--- src/rtl/hazard_pkg.sv ---
// Shared types for the pipeline hazard/forwarding controller: forwarding
// select encodings and the memory-wait FSM state.
package hazard_pkg;

   // D-stage select codes; the older the producer, the higher the code.
   typedef enum logic [1:0] {
      FWD_NONE = 2'b00,
      FWD_E    = 2'b01,
      FWD_M    = 2'b10,
      FWD_W    = 2'b11
   } fwd_sel_t;

   // E has no E-stage producer, so its M/W codes sit one step lower.
   localparam logic [1:0] FWDE_NONE = 2'b00;
   localparam logic [1:0] FWDE_M    = 2'b01;
   localparam logic [1:0] FWDE_W    = 2'b10;

   typedef enum logic [1:0] {
      RUN      = 2'b00,
      MEM_WAIT = 2'b01,
      FAULT    = 2'b10
   } hz_state_t;

endpackage

--- src/rtl/hazard_fwd_sel.sv ---
// Per-operand hazard slice: producer matching, D/E forwarding selects and
// this operand's contribution to the load-use / branch interlock.
module hazard_fwd_sel
   import hazard_pkg::*;
#(
   parameter int REG_W    = 4,
   parameter int ZERO_REG = 1
) (
   input  logic [REG_W-1:0] src_d,
   input  logic             valid_d,
   input  logic [REG_W-1:0] src_e,
   input  logic             valid_e,
   input  logic             branch_d,
   input  logic             reg_wren_e,
   input  logic             mem_to_reg_e,
   input  logic [REG_W-1:0] dst_reg_e,
   input  logic             reg_wren_m,
   input  logic             mem_to_reg_m,
   input  logic [REG_W-1:0] dst_reg_m,
   input  logic             reg_wren_w,
   input  logic [REG_W-1:0] dst_reg_w,
   output logic [1:0]       fwd_d,
   output logic [1:0]       fwd_e,
   output logic             lu
);

   // Register 0 is never a real dependency when it is hardwired to zero.
   function automatic logic hit(input logic [REG_W-1:0] src,
                                input logic             vld,
                                input logic [REG_W-1:0] dst,
                                input logic             wren);
      hit = wren && vld && (src == dst) && !((ZERO_REG != 0) && (src == '0));
   endfunction

   logic d_hit_e;
   logic d_hit_m;
   logic d_hit_w;
   logic e_hit_m;
   logic e_hit_w;

   always_comb begin
      d_hit_e = hit(src_d, valid_d, dst_reg_e, reg_wren_e);
      d_hit_m = hit(src_d, valid_d, dst_reg_m, reg_wren_m);
      d_hit_w = hit(src_d, valid_d, dst_reg_w, reg_wren_w);
      e_hit_m = hit(src_e, valid_e, dst_reg_m, reg_wren_m);
      e_hit_w = hit(src_e, valid_e, dst_reg_w, reg_wren_w);
   end

   // A load in M has no data yet, so E falls back to an older W copy if any.
   always_comb begin
      fwd_e = FWDE_NONE;
      if (e_hit_m && !mem_to_reg_m) begin
         fwd_e = FWDE_M;
      end else if (e_hit_w) begin
         fwd_e = FWDE_W;
      end
   end

   always_comb begin
      fwd_d = FWD_NONE;
      if (branch_d) begin
         if (d_hit_e) begin
            fwd_d = FWD_E;
         end else if (d_hit_m) begin
            fwd_d = FWD_M;
         end else if (d_hit_w) begin
            fwd_d = FWD_W;
         end
      end
   end

   // Branches compare in D, so an E producer or an M load is still too late.
   always_comb begin
      lu = (d_hit_e && mem_to_reg_e)
         || (branch_d && d_hit_e)
         || (branch_d && d_hit_m && mem_to_reg_m);
   end

endmodule

--- src/rtl/hazard_ctrl.sv ---
// Hazard and forwarding controller for the F/D/E/M/W pipeline, with memory
// wait stalls, a timeout fault FSM and a saturating stall-cycle counter.
module hazard_ctrl
   import hazard_pkg::*;
#(
   parameter int REG_W       = 4,
   parameter int NUM_SRC     = 2,
   parameter int ZERO_REG    = 1,
   parameter int MEM_TIMEOUT = 64,
   parameter int CNT_W       = 16
) (
   input  logic                     clk,
   input  logic                     rst_n,
   input  logic [NUM_SRC*REG_W-1:0] srcD,
   input  logic [NUM_SRC-1:0]       src_validD,
   input  logic [NUM_SRC*REG_W-1:0] srcE,
   input  logic [NUM_SRC-1:0]       src_validE,
   input  logic                     branchD,
   input  logic                     branch_takenD,
   input  logic                     reg_wrenE,
   input  logic                     mem_to_regE,
   input  logic [REG_W-1:0]         dst_regE,
   input  logic                     reg_wrenM,
   input  logic                     mem_to_regM,
   input  logic [REG_W-1:0]         dst_regM,
   input  logic                     reg_wrenW,
   input  logic [REG_W-1:0]         dst_regW,
   input  logic                     mem_req_M,
   input  logic                     mem_ready_M,
   input  logic                     perf_clr,
   output logic                     stallF,
   output logic                     stallD,
   output logic                     stallE,
   output logic                     stallM,
   output logic                     flushD,
   output logic                     flushE,
   output logic                     flushW,
   output logic [NUM_SRC*2-1:0]     forwardD,
   output logic [NUM_SRC*2-1:0]     forwardE,
   output logic                     mem_fault,
   output logic [CNT_W-1:0]         stall_cycles,
   output hz_state_t                dbg_state
);

   localparam int WAIT_W = (MEM_TIMEOUT < 2) ? 1 : $clog2(MEM_TIMEOUT + 1);
   localparam logic [WAIT_W-1:0] TIMEOUT_CNT = WAIT_W'(MEM_TIMEOUT);

   logic [NUM_SRC-1:0] lu_vec;
   logic               lu;
   logic               mw;

   genvar gi;
   generate
      for (gi = 0; gi < NUM_SRC; gi++) begin : g_src
         hazard_fwd_sel #(
            .REG_W    (REG_W),
            .ZERO_REG (ZERO_REG)
         ) u_fwd_sel (
            .src_d        (srcD[gi*REG_W +: REG_W]),
            .valid_d      (src_validD[gi]),
            .src_e        (srcE[gi*REG_W +: REG_W]),
            .valid_e      (src_validE[gi]),
            .branch_d     (branchD),
            .reg_wren_e   (reg_wrenE),
            .mem_to_reg_e (mem_to_regE),
            .dst_reg_e    (dst_regE),
            .reg_wren_m   (reg_wrenM),
            .mem_to_reg_m (mem_to_regM),
            .dst_reg_m    (dst_regM),
            .reg_wren_w   (reg_wrenW),
            .dst_reg_w    (dst_regW),
            .fwd_d        (forwardD[gi*2 +: 2]),
            .fwd_e        (forwardE[gi*2 +: 2]),
            .lu           (lu_vec[gi])
         );
      end
   endgenerate

   always_comb begin
      lu = |lu_vec;
      mw = mem_req_M && !mem_ready_M;
   end

   hz_state_t         state_q, state_d;
   logic [WAIT_W-1:0] wait_cnt_q, wait_cnt_d;
   logic              fault_q, fault_d;
   logic [CNT_W-1:0]  stall_cnt_q, stall_cnt_d;

   // wait_cnt counts consecutive wait cycles already spent in MEM_WAIT.
   always_comb begin
      state_d    = state_q;
      wait_cnt_d = wait_cnt_q;
      case (state_q)
         RUN: begin
            if (mw) begin
               state_d    = MEM_WAIT;
               wait_cnt_d = WAIT_W'(1);
            end
         end
         MEM_WAIT: begin
            if (mem_ready_M || !mem_req_M) begin
               state_d    = RUN;
               wait_cnt_d = '0;
            end else if ((MEM_TIMEOUT != 0) && (wait_cnt_q == TIMEOUT_CNT)) begin
               state_d = FAULT;
            end else if (wait_cnt_q != '1) begin
               wait_cnt_d = wait_cnt_q + WAIT_W'(1);
            end
         end
         FAULT: begin
            state_d = FAULT;
         end
         default: begin
            state_d    = RUN;
            wait_cnt_d = '0;
         end
      endcase
      fault_d = (state_d == FAULT);
   end

   // Fault freezes everything; a pending memory wait beats any interlock.
   always_comb begin
      stallF = 1'b0;
      stallD = 1'b0;
      stallE = 1'b0;
      stallM = 1'b0;
      flushD = 1'b0;
      flushE = 1'b0;
      flushW = 1'b0;
      if (state_q == FAULT) begin
         stallF = 1'b1;
         stallD = 1'b1;
         stallE = 1'b1;
         stallM = 1'b1;
      end else if (mw) begin
         stallF = 1'b1;
         stallD = 1'b1;
         stallE = 1'b1;
         stallM = 1'b1;
         flushW = 1'b1;
      end else if (lu) begin
         stallF = 1'b1;
         stallD = 1'b1;
         flushE = 1'b1;
      end else begin
         flushD = branchD && branch_takenD;
      end
   end

   always_comb begin
      stall_cnt_d = stall_cnt_q;
      if (perf_clr) begin
         stall_cnt_d = '0;
      end else if (stallF && (stall_cnt_q != '1)) begin
         stall_cnt_d = stall_cnt_q + CNT_W'(1);
      end
   end

   always_ff @(posedge clk or negedge rst_n) begin
      if (!rst_n) begin
         state_q     <= RUN;
         wait_cnt_q  <= '0;
         fault_q     <= 1'b0;
         stall_cnt_q <= '0;
      end else begin
         state_q     <= state_d;
         wait_cnt_q  <= wait_cnt_d;
         fault_q     <= fault_d;
         stall_cnt_q <= stall_cnt_d;
      end
   end

   assign mem_fault    = fault_q;
   assign stall_cycles = stall_cnt_q;
   assign dbg_state    = state_q;

endmodule

--- config.mk ---
export PLATFORM = sky130hd
export DESIGN_NAME = hazard_ctrl
export DESIGN_NICKNAME = d
export VERILOG_FILES = /design/src/rtl/hazard_pkg.sv /design/src/rtl/hazard_fwd_sel.sv /design/src/rtl/hazard_ctrl.sv
export SDC_FILE = /design/constraint.sdc
export NUM_CORES = 1
export LEC_CHECK = 0
export BUFFER_PORTS_ARGS = -buffer_cell sky130_fd_sc_hd__buf_2
export CAP_MARGIN = 40
export CELL_PAD_IN_SITES_DETAIL_PLACEMENT = 0
export CELL_PAD_IN_SITES_GLOBAL_PLACEMENT = 1
export CORE_UTILIZATION = 39
export CTS_BUF_LIST = sky130_fd_sc_hd__clkbuf_4
export DETAILED_ROUTE_END_ITERATION = 16
export PLACE_DENSITY = 0.9
export SLEW_MARGIN = 40
export SYNTH_ARGS = -nofsm -noshare
export SYNTH_HDL_FRONTEND = slang
export SYNTH_SLANG_ARGS = --single-unit
--- constraint.sdc ---
create_clock -name clk -period 3.7 [get_ports clk]
set_input_delay 0.74 -clock clk [delete_from_list [all_inputs] [get_ports clk]]
set_output_delay 0.74 -clock clk [all_outputs]
set_load 0.01 [all_outputs]
==> impl_metrics.yaml <==
critical_path:
  r2r-start: "stall_cycles[0]$_DFFE_PN0P_"
  startpoint: "srcD[0]"
  crit_type: "primary input to output pin"
  crit_arrival_ps: 2320
  cp-start-kind: "primary input"
  reg2regPathDepth: 7
  reg2reg_setup_slack_ps: 1340
  crit_fanout: 5
  crit_required_ps: 2960
  r2r_end: "stall_cycles[11]$_DFFE_PN0P_"
  cp-end-kind: "output pin"
finish:
  fin_util: 0.509
  antenna_cells: 0
  area_growth_pct: 22.1
  nets: 359
  drive_gt1_frac: 0.300
global_route:
  grt_max_degree: 29
  globalRouteMet3Util: 0.0434
  overflow: 0
  met1_usage: 0.291
  grt_pass1_wl_um: 8540
  grt_pass1_vias: 1828
  gr-usage-all-layers: 0.198
  grtUsageMet2: 0.297
  grt-busiest-layer: "met2"
  antenna_found_initial: 0
floorplan:
  num_io_pins: 78
  die_y_um: 74.2
  start_util: 0.417
  dieArea_sq_um: 5510
  core_area_sq_um: 4880
  die_w_um: 74.2
  rows: 25
detailed_routing:
  wl_per_cell_um: 13.5
  drtPass1Iterations: 6
  drcViolationCount: 0
  vias_per_cell: 5.30
  wirelength_um: 5110
  antenna_left: 0
  num_vias: 1997
  first_iter_violations: 119
synthesis:
  yosysMostFrequentCell: "xnor2_1"
  yosysTopAreaCell: "dfrtp_1"
  synth_area_per_cell_sq_um: 8.62
  syn_area_sq_um: 2030
  synthCells: 236
  synth_nets: 283
  synth_top_area_frac: 0.320
  yosysSeqAreaShare: 0.320
  async_flop_share: 1.00
  synth_commonest_cells: "xnor2_1, dfrtp_1, nand2_1"
  yosys_warnings: 0
  synth_area_leaders: "dfrtp_1, xnor2_1, xor2_1, a21oi_1, nand2_1"
  ys_ff_latch: 26
  synth.distinct_cells: 43
  synthFlopType: "dfrtp_1"
  synth_edf_count: 0
clock_tree:
  hold_buffers: 0
  cts_root_buf: "clkbuf_4"
  htree_num_levels: 1
  cts_sinks: 26
  cts_tree: "yes"
  clock_latency_ps: 320
  path_clk_slew_ps: 130
  cts_setup_buffers: 0
  cts.repair.resized: 0
  cts_max_path_buffers: 2
  cts_buffers: 3
timing:
  fin_skew_ps: 5.17
  hold_viol_final: 0
  slew_headroom: 0.617
  rsz0062_at_grt: "no"
  min_period_ps: 3060
  tightest_slew_ps: 574
  slew_violations: 0
  fin_tns_setup_ps: 0
  fmaxAchievable_mhz: 327
  fin_crit_sh: 0.827
  setup-violations-final: 0
pwr:
  power.leakage_nw: 1.19
  peakVddDrop_mv: 0.146
  totalPowerFinal_mw: 0.566
  p_per_area_nw_per_um2: 228
place:
  port_buffers: 77
  gp_congestion: 0.994
  dp_hpwl_um: 3980
hold_path:
  hold_class: "primary input to asynchronous set/reset pin"
job:
  maxCapViolCount: 0
outcome:
  status: "finished clean"
==> kinds of logic (layout without fill, tap and decap cells) <==
kind of cell               Yosys count  in the layout  synth area share
AOI/OAI and AO/OA                   51             51             0.169
and+or+nand+nor                     98             98             0.263
buffers and inverters               13             87            0.0351
DFF                                 26             26             0.320
xor gates and xnor gates            44             44             0.189
adders and majority gates            3              3            0.0185
muxes                                1              1           0.00492
==> worst max path at each step <==
stage	to	depth (start not counted)
after floorplan	flushD	6
after global placement	flushD	7
after detailed placement	flushD	7
after CTS	flushD	7
after global routing	flushD	7
final	flushD	7
==> critical path, cell delays in order <==
cell and delay, ps:
buf_2 130, o41ai_1 580, o32ai_1 240, a21oi_2 230
nand2_1 120, nor2_1 120, buf_2 150
==> stage by stage <==
stage / std cells / hold WS (ps) / instance area [sq um] / worst slack, ps
after detailed placement: 374 / 529 / 2460 / 655
after global routing: 377 / 425 / 2480 / 534
after CTS: 377 / 409 / 2480 / 647
after floorplan: 236 / 444 / 2030 / 952
after global placement: 374 / 527 / 2460 / 659
final: 377 / 393 / 2480 / 640
==> routing by layer <==
metal	vias up	share of wire
li1	1009	-
met1	919	0.49
met2	60	0.44
met3	9	0.053
met4	0	0.014
met5	-	0
==> state kept, by name, summed over array words and instances, names as in the netlist <==
signal        flops
mem_fault         1
dbg_state         2
wait_cnt_q        7
stall_cycles     16
==> where the power goes <==
| group | switching (mW) | internal, mW |
|---|---|---|
| registers | 0.00608 | 0.289 |
| clock network | 0.0821 | 0.0382 |
| logic | 0.0857 | 0.0645 |
| total | 0.174 | 0.392 |
==> area by class of cell <==
class                           count  area (sq um)
Fill cell                         518          2390
Multi-Input combinational cell    197          1310
Sequential cell                    26           651
Timing Repair Buffer               78           393
Tap cell                           67          83.8
Clock buffer                        3          22.5
Inverter                            6          22.5
==> cell usage in the layout, fill, tap and decap left out, drive strengths merged, types with 2 or more instances in the layout <==
master / Yosys / final
buf: 6 / 78
xnor2: 27 / 27
dfrtp: 26 / 26
nand2: 21 / 21
a21oi: 18 / 18
xor2: 17 / 17
nor2: 14 / 14
o21ai: 14 / 14
nand3: 12 / 12
and3: 11 / 11
or3: 11 / 11
nand4: 7 / 7
nor4: 6 / 6
inv: 6 / 6
o41ai: 5 / 5
nor3: 3 / 3
and4: 3 / 3
o31ai: 3 / 3
or4: 3 / 3
ha: 3 / 3
clkbuf: 1 / 3
a21boi: 2 / 2
nor2b: 2 / 2
No activity file was read; power rests on OpenSTA's default activity.
